===== src/rtl/wb_cmd_exec.sv =====
// Wishbone bus executive: turns edge-qualified 34-bit host commands into single
// Wishbone classic cycles and returns a 34-bit response word with a one-cycle strobe.
module wb_cmd_exec #(
  parameter int AW      = 30,
  parameter int TIMEOUT = 255
) (
  input  logic          clk,
  input  logic          rst,
  input  logic [33:0]   cmd_word,
  input  logic          i_stb,
  output logic          o_busy,
  output logic          o_drop,
  output logic          wb_cyc,
  output logic          wb_stb,
  output logic          wb_we,
  output logic [AW-1:0] wb_adr,
  output logic [31:0]   wb_dat_o,
  output logic [3:0]    wb_sel,
  input  logic          wb_ack,
  input  logic          wb_err,
  input  logic [31:0]   wb_dat_i,
  output logic          o_rsp_stb,
  output logic [33:0]   o_rsp_word
);

  typedef enum logic {IDLE, BUS} state_t;

  localparam int              CW       = $clog2(TIMEOUT);
  localparam logic [CW-1:0]   CNT_LAST = CW'(TIMEOUT - 1);

  localparam logic [1:0] OP_READ  = 2'b00;
  localparam logic [1:0] OP_WRITE = 2'b01;
  localparam logic [1:0] OP_ADDR  = 2'b10;

  localparam logic [33:0] RSP_WRITE = {2'b10, 32'h0};
  localparam logic [33:0] RSP_ERR   = {2'b11, 32'h0};

  state_t        state_q, state_d;
  logic          stb_q, stb_d;
  logic [AW-1:0] adr_q, adr_d;
  logic          inc_q, inc_d;
  logic          we_q, we_d;
  logic [31:0]   dat_q, dat_d;
  logic [CW-1:0] cnt_q, cnt_d;
  logic          drop_q, drop_d;
  logic          rsp_stb_q, rsp_stb_d;
  logic [33:0]   rsp_word_q, rsp_word_d;
  logic          cmd_edge;

  assign cmd_edge = i_stb & ~stb_q;

  always_ff @(posedge clk) begin
    if (rst) begin
      state_q    <= IDLE;
      stb_q      <= 1'b0;
      adr_q      <= '0;
      inc_q      <= 1'b0;
      we_q       <= 1'b0;
      dat_q      <= '0;
      cnt_q      <= '0;
      drop_q     <= 1'b0;
      rsp_stb_q  <= 1'b0;
      rsp_word_q <= '0;
    end else begin
      state_q    <= state_d;
      stb_q      <= stb_d;
      adr_q      <= adr_d;
      inc_q      <= inc_d;
      we_q       <= we_d;
      dat_q      <= dat_d;
      cnt_q      <= cnt_d;
      drop_q     <= drop_d;
      rsp_stb_q  <= rsp_stb_d;
      rsp_word_q <= rsp_word_d;
    end
  end

  always_comb begin
    state_d    = state_q;
    stb_d      = i_stb;
    adr_d      = adr_q;
    inc_d      = inc_q;
    we_d       = we_q;
    dat_d      = dat_q;
    cnt_d      = cnt_q;
    drop_d     = drop_q;
    rsp_stb_d  = 1'b0;
    rsp_word_d = rsp_word_q;

    unique case (state_q)
      IDLE: begin
        if (cmd_edge) begin
          unique case (cmd_word[33:32])
            OP_READ: begin
              state_d = BUS;
              we_d    = 1'b0;
              cnt_d   = '0;
            end
            OP_WRITE: begin
              state_d = BUS;
              we_d    = 1'b1;
              dat_d   = cmd_word[31:0];
              cnt_d   = '0;
            end
            OP_ADDR: begin
              adr_d = cmd_word[AW-1:0];
              inc_d = cmd_word[30];
            end
            default: begin
              drop_d = 1'b0;
              adr_d  = '0;
              inc_d  = 1'b0;
            end
          endcase
        end
      end
      BUS: begin
        if (cmd_edge) drop_d = 1'b1;
        // err outranks ack; only a clean ack may advance the address
        if (wb_err) begin
          state_d    = IDLE;
          rsp_stb_d  = 1'b1;
          rsp_word_d = RSP_ERR;
        end else if (wb_ack) begin
          state_d    = IDLE;
          rsp_stb_d  = 1'b1;
          rsp_word_d = we_q ? RSP_WRITE : {2'b01, wb_dat_i};
          if (inc_q) adr_d = adr_q + AW'(1);
        end else if (cnt_q == CNT_LAST) begin
          state_d    = IDLE;
          rsp_stb_d  = 1'b1;
          rsp_word_d = RSP_ERR;
        end else begin
          cnt_d = cnt_q + CW'(1);
        end
      end
      default: state_d = IDLE;
    endcase
  end

  assign o_busy     = (state_q == BUS);
  assign o_drop     = drop_q;
  assign wb_cyc     = (state_q == BUS);
  assign wb_stb     = (state_q == BUS);
  assign wb_we      = we_q;
  assign wb_adr     = adr_q;
  assign wb_dat_o   = dat_q;
  assign wb_sel     = 4'hF;
  assign o_rsp_stb  = rsp_stb_q;
  assign o_rsp_word = rsp_word_q;

endmodule


===== config.mk =====
export PLATFORM = sky130hd
export DESIGN_NAME = wb_cmd_exec
export DESIGN_NICKNAME = d
export VERILOG_FILES = /design/src/rtl/wb_cmd_exec.sv
export SDC_FILE = /design/constraint.sdc
export NUM_CORES = 1
export LEC_CHECK = 0
export BUFFER_PORTS_ARGS = -buffer_cell sky130_fd_sc_hd__buf_2
export CAP_MARGIN = 20
export CORE_UTILIZATION = 47
export CTS_BUF_LIST = sky130_fd_sc_hd__clkbuf_4 sky130_fd_sc_hd__clkbuf_8
export DETAILED_ROUTE_END_ITERATION = 7
export PLACE_DENSITY = 0.78
export SKIP_CTS_REPAIR_TIMING = 1
export SYNTH_ARGS = -nofsm -noshare
export SYNTH_HDL_FRONTEND = slang
export SYNTH_SLANG_ARGS = --single-unit

===== constraint.sdc =====
create_clock -name clk -period 2.2 [get_ports clk]
set_input_delay 0.44 -clock clk [delete_from_list [all_inputs] [get_ports clk]]
set_output_delay 0.44 -clock clk [all_outputs]
set_load 0.01 [all_outputs]

==> impl_metrics.py, run 1 <==
metrics = {
    "setup_path": {
        "critPathMaxStageDelay_ns": 0.63,
        "arrival_ns": 2.40,
        "critPathKind": "flop to flop",
        "path_cells": "ha_2 -> nand4_4 -> or4_4 -> or4_1 -> o221ai_1",
        "cp_max_fo": 10,
        "r2r_setup_slack_ns": 0.12,
        "required_ns": 2.51,
        "crit_path_top_delay_cell": "or4_4",
        "end_kind": "flop",
        "path_buf_inv": 0,
        "startpoint_type": "flop",
        "cpLargestDelayFamily": "simple AND/OR/NAND/NOR gates",
    },
    "synth": {
        "syn-cell-area_um2": 5249,
        "synthFlopType": "dfxtp_1",
        "synth_warnings": 0,
        "synth_area_leaders": "dfxtp_1, nand2_1, a21oi_1",
        "syn_inst": 659,
        "synth_top_area_share": 0.4195,
        "async_reset_ff_frac": 0,
        "synth.largest_area_cell": "dfxtp_1",
        "synthDistinctLibCells": 67,
        "synth-seq-cells": 110,
        "synth-edff-count": 0,
        "avgSynthCellArea_um2": 7.965,
        "synth.yosys.seq_area_share": 0.4195,
    },
    "layout": {
        "final_nets": 899,
        "drive_above_1_share": 0.2928,
        "diodes": 0,
        "area_growth_pct": 24.15,
        "design_area_um2": 6516,
    },
    "floorplanning": {
        "dieHeight_um": 107.7,
        "core_area_um2": 10840,
        "die_area_um2": 11590,
        "pin_count": 177,
        "fp.dieW_um": 107.7,
        "start_util": 0.4842,
        "core.rowCount": 38,
    },
    "global_routing": {
        "grt_pass1_wl_mm": 26.23,
        "grt_max_degree": 35,
        "track_usage": 0.2897,
        "grt-ovfl-total": 0,
        "antenna_found_initial": 0,
        "first_global_vias": 5447,
    },
    "clocking": {
        "cts.sinks": 110,
        "cts_buffers": 9,
        "worstSkewPairLatency_ns": 0.40,
        "h-tree-depth": 3,
        "clockRootBuffer": "clkbuf_8",
        "clk_pin_slew_ns": 0.10,
        "cts_tree": "built",
        "clockBufferDepth": 2,
    },
    "timing": {
        "period_share": 0.9477,
        "max_freq_mhz": 479.6,
        "rsz0062_at_grt": "false",
        "slew_headroom": 0.6580,
        "worstMarginPinSlew_ns": 0.5119,
        "period_minus_slack_ns": 2.085,
        "tns_ns": 0,
        "setup_violations": 0,
        "worst_clock_skew_ns": 0.01044,
        "slew_viol_final": 0,
        "hold_viol": 0,
    },
    "detailed_routing": {
        "route.detailed.drc": 0,
        "first_pass_iters": 7,
        "vias": 5746,
        "routed_via_density": 5.924,
        "wl_mm": 16.31,
        "wl_per_cell_um": 16.81,
        "drt_iter0_markers": 442,
        "ant_nets": 0,
    },
    "power": {
        "power.total_w": 0.003691,
        "leakagePower_nw": 2.688,
        "peakVddDrop_mv": 0.4736,
        "powerDensity_nw_per_um2": 566.5,
    },
    "run": {
        "max_cap_viol_count": 0,
    },
    "placement": {
        "placed_cell_area_um2": 6337,
        "hpwl_mm": 11.57,
        "port_buffers": 172,
        "routabilityCongestion": 0.9285,
    },
    "run_status": {
        "status": "completed",
    },
    "hold_path": {
        "hold_path.class": "input port to flop",
    },
}
## path summary, 6_finish.rpt
kind / cells after the start / endpoint / startpoint
max: 5 / wb_adr[26]$_SDFFE_PP0P_ / wb_adr[0]$_SDFFE_PP0P_
min: 3 / o_rsp_word[9]$_SDFFE_PP0P_ / wb_dat_i[9]
max reg2reg: 5 / wb_adr[26]$_SDFFE_PP0P_ / wb_adr[0]$_SDFFE_PP0P_
min reg2reg: 2 / wb_dat_o[6]$_SDFFE_PP0P_ / wb_dat_o[6]$_SDFFE_PP0P_
## metal layers
metal  wire [µm]  up-vias  share of wire  track usage
li1            -     2722              -            -
met1        6691     2701           0.41       0.3518
met2        7743      287           0.47       0.4918
met3        1543       36          0.095      0.07748
met4         331        0          0.020      0.09883
met5           0        -              0            0
## cells in the mapped netlist (all sizes together) (3+ instances only)
cell and count:
a211oi 5, nand2 122, nand3 24, a21oi 91
nor2 16, or4 6, mux2i 9, o211ai 11
nor3b 4, nor4 9, nand2b 3, clkbuf 44
inv 11, nor4b 3, nor3 11, nand4 14
buf 15, o21ai 46, o221ai 3, and4 11
or3 7, o22ai 3, o311ai 3, nand3b 3
nor2b 3, a31oi 14, dfxtp 110, and3 11
ha 3
## cells by family after synthesis
family / count (synthesis) / share of synthesized area
simple gates: 257 / 0.2517
compound gates: 209 / 0.2391
fa+ha+maj: 3 / 0.007152
other cells: 1 / 0.0007145
flops: 110 / 0.4195
mux: 9 / 0.01716
buf+inv: 70 / 0.06460
## worst reg2reg max path: cells and delay by family (launching register included)
kind	cells	cell delay, ns
AOI/OAI and AO/OA	1	0.10
DFF	1	0.38
and+or+nand+nor	3	1.30
adders and majority gates	1	0.23
## placed cells by master (no fill, tap or decap), types with 3 or more instances in the layout
cell,n
buf_2,171
nand2_1,122
dfxtp_1,109
a21oi_1,91
o21ai_0,46
buf_4,39
nand3_1,24
nor2_1,15
a31oi_1,14
nand4_1,13
inv_1,11
nor3_1,11
and3_1,11
o211ai_1,11
and4_1,10
clkbuf_8,10
nor4_1,9
mux2i_1,9
or3_1,7
or4_1,5
a211oi_1,4
conb_1,4
nor2b_1,3
nand2b_1,3
o221ai_1,3
o311ai_0,3
nand3b_1,3
nor3b_1,3
o22ai_1,3
## area by class of cell
type / count / area [µm²]
fillers: 977 / 4324
multi-input cells: 482 / 2749
flip-flops and latches: 110 / 2203
repair buffers: 211 / 1169
well taps: 140 / 175.2
clock buffers: 11 / 145.1
inverters: 11 / 41.29
clock inverters: 5 / 33.78
## report_power, final
part / total (W) / internal, W / switching [W]
Clock: 0.00118 / 0.000456 / 0.000719
Sequential: 0.00208 / 0.00203 / 0.0000413
Combinational: 0.000440 / 0.000177 / 0.000263
## state kept, by name, indices dropped and copies added, names as in the netlist
name and count:
cnt_q 8, inc_q 1, o_busy 1, o_drop 1
o_rsp_stb 1, o_rsp_word 34, stb_q 1, wb_adr 30
wb_dat_o 32, wb_we 1
## metrics by stage
stage / instances / worst slack (ns) / hold slack, ns / util
5_1_grt: 970 / 0.05620 / 0.2550 / 0.6011
4_1_cts: 970 / 0.1499 / 0.2612 / 0.6011
3_3_place_gp: 954 / 0.1644 / 0.4378 / 0.5846
6_report: 970 / 0.1151 / 0.2765 / 0.6011
2_1_floorplan: 662 / 0.01819 / 0.4389 / -
3_5_place_dp: 954 / 0.1462 / 0.4467 / 0.5846
(Power assumes the default switching activity.)
==> run 2: changes to the inputs <==
CORE_UTILIZATION = 29   (was 47)
PLACE_DENSITY = unset   (was 0.78)
==> run 2 against run 1 <==
Setup slack better by 0.0029 ns; hold slack lost 0.0028 ns; largest cell class unchanged; largest power group unchanged; global-route usage shrank 9.8 points; register-to-register slack about the same; total power rose by 9.3%.
==> impl_metrics.py, run 2 (same netlist as run 1, synthesis figures left out) <==
metrics = {
    "detailed_routing": {
        "wl_mm": 17.60,
        "wl_per_cell_um": 16.63,
        "ant_nets": 0,
        "routed_via_density": 5.358,
        "vias": 5669,
        "first_pass_iters": 4,
        "route.detailed.drc": 0,
        "drt_iter0_markers": 348,
    },
    "power": {
        "p_comb_frac": 0.113,
        "p_int_w": 0.002958,
        "p_sw_w": 0.001077,
        "powerDensity_nw_per_um2": 599.0,
        "power_frac_seq": 0.514,
        "leakagePower_nw": 2.739,
        "power.total_w": 0.004034,
        "peakVddDrop_mv": 0.3051,
        "p_clk_frac": 0.373,
        "swShare": 0.2668,
    },
    "timing": {
        "tns_ns": 0,
        "worstMarginPinSlew_ns": 0.5221,
        "slew_viol_final": 0,
        "setup_violations": 0,
        "period_minus_slack_ns": 2.082,
        "hold_viol": 0,
        "worst_slack_ns": 0.1180,
        "slew_headroom": 0.6512,
        "period_share": 0.9464,
        "max_freq_mhz": 480.3,
        "worst_clock_skew_ns": 0.01443,
        "rsz0062_at_grt": "false",
    },
    "global_routing": {
        "grt_pass1_wl_mm": 27.66,
        "antenna_found_initial": 2,
        "track_usage": 0.1912,
        "first_global_vias": 5081,
        "grt_max_degree": 66,
        "grt-ovfl-total": 0,
    },
    "setup_path": {
        "startpoint_type": "flop",
        "end_kind": "flop",
        "arrival_ns": 2.41,
        "cp_max_fo": 10,
        "required_ns": 2.53,
        "critPathKind": "flop to flop",
    },
    "clocking": {
        "cts_tree": "built",
        "cts.sinks": 110,
        "clk_pin_slew_ns": 0.11,
        "h-tree-depth": 3,
        "clockBufferDepth": 2,
        "clockRootBuffer": "clkbuf_8",
        "worstSkewPairLatency_ns": 0.40,
        "cts_buffers": 9,
    },
    "floorplanning": {
        "dieHeight_um": 136.5,
        "die_area_um2": 18640,
        "start_util": 0.3003,
        "fp.dieW_um": 136.5,
        "core.rowCount": 48,
        "pin_count": 177,
        "core_area_um2": 17480,
    },
    "run": {
        "max_cap_viol_count": 0,
    },
    "placement": {
        "port_buffers": 172,
        "preCtsSetupSlack_ns": 0.1499,
        "routabilityCongestion": 0.8194,
        "hpwl_mm": 12.25,
    },
    "layout": {
        "final_common_cell": "buf_2",
        "largest_reg_flops": 34,
        "final_nets": 901,
        "area_growth_pct": 28.32,
        "drive_above_1_share": 0.2945,
        "final_cell_mix": "buf_2, nand2_1, dfxtp_1, a21oi_1, o21ai_0",
    },
    "hold_path": {
        "hold_path.class": "input port to flop",
    },
    "run_status": {
        "status": "completed",
    },
}
==> run 2: cell types whose count changed in the layout (fill, tap and decap cells not counted), sizes merged <==
cell      change
buf           +2
bufinv        +2
clkbuf        +1
clkinv        -2
clkinvlp      -1
diode         +1
==> run 2: path summary, 6_finish.rpt <==
kind | start | slack, ns | end | cells past startpoint
setup / recovery | wb_adr[0]$_SDFFE_PP0P_ | 0.12 | wb_adr[22]$_SDFFE_PP0P_ | 5
hold / removal | wb_dat_i[10] | 0.27 | o_rsp_word[10]$_SDFFE_PP0P_ | 3
setup reg to reg | wb_adr[0]$_SDFFE_PP0P_ | 0.12 | wb_adr[22]$_SDFFE_PP0P_ | 5
hold reg to reg | wb_dat_o[3]$_SDFFE_PP0P_ | 0.46 | wb_dat_o[3]$_SDFFE_PP0P_ | 2
==> run 2: critical path, stage by stage (launching register included) <==
cell,delay [ns]
dfxtp_2,0.38
ha_2,0.23
nand4_4,0.11
or4_4,0.63
or4_1,0.50
a31oi_1,0.17
==> run 2: area by class of cell <==
type                    instances  area (µm²)
multi-input cells             482        2756
diodes                          1       2.502
inverters                      11       41.29
fillers                      1801       10740
clock inverters                 4       76.32
repair buffers                213        1209
clock buffers                  12       165.2
well taps                     225       281.5
flip-flops and latches        110        2203
==> run 2: stage by stage <==
stage	instances	instance area [µm²]	utilization	hold slack (ns)
2_1_floorplan	662	5264	-	0.4389
4_1_cts	1057	6733	0.3852	0.2511
3_5_place_dp	1041	6491	0.3714	0.4437
5_1_grt	1057	6733	0.3852	0.2593
3_3_place_gp	1041	6491	0.3714	0.4398
6_report	1058	6735	0.3854	0.2737
==> run 2: power groups by stage <==
stage | logic, W | clock network [W] | registers [W]
after floorplan | 0.000213 | 0 | 0.00213
after global placement | 0.000455 | 0 | 0.00212
after detailed placement | 0.000454 | 0 | 0.00212
after CTS | 0.000456 | 0.00154 | 0.00207
after global routing | 0.000502 | 0.00161 | 0.00208
final | 0.000456 | 0.00150 | 0.00207
==> run 2: layer usage <==
metal | track usage | up-vias | wire, µm
li1 | - | 2736 | -
met1 | 0.2590 | 2652 | 7841
met2 | 0.2958 | 261 | 7942
met3 | 0.05296 | 18 | 1591
met4 | 0.05185 | 2 | 208
met5 | 0 | - | 12
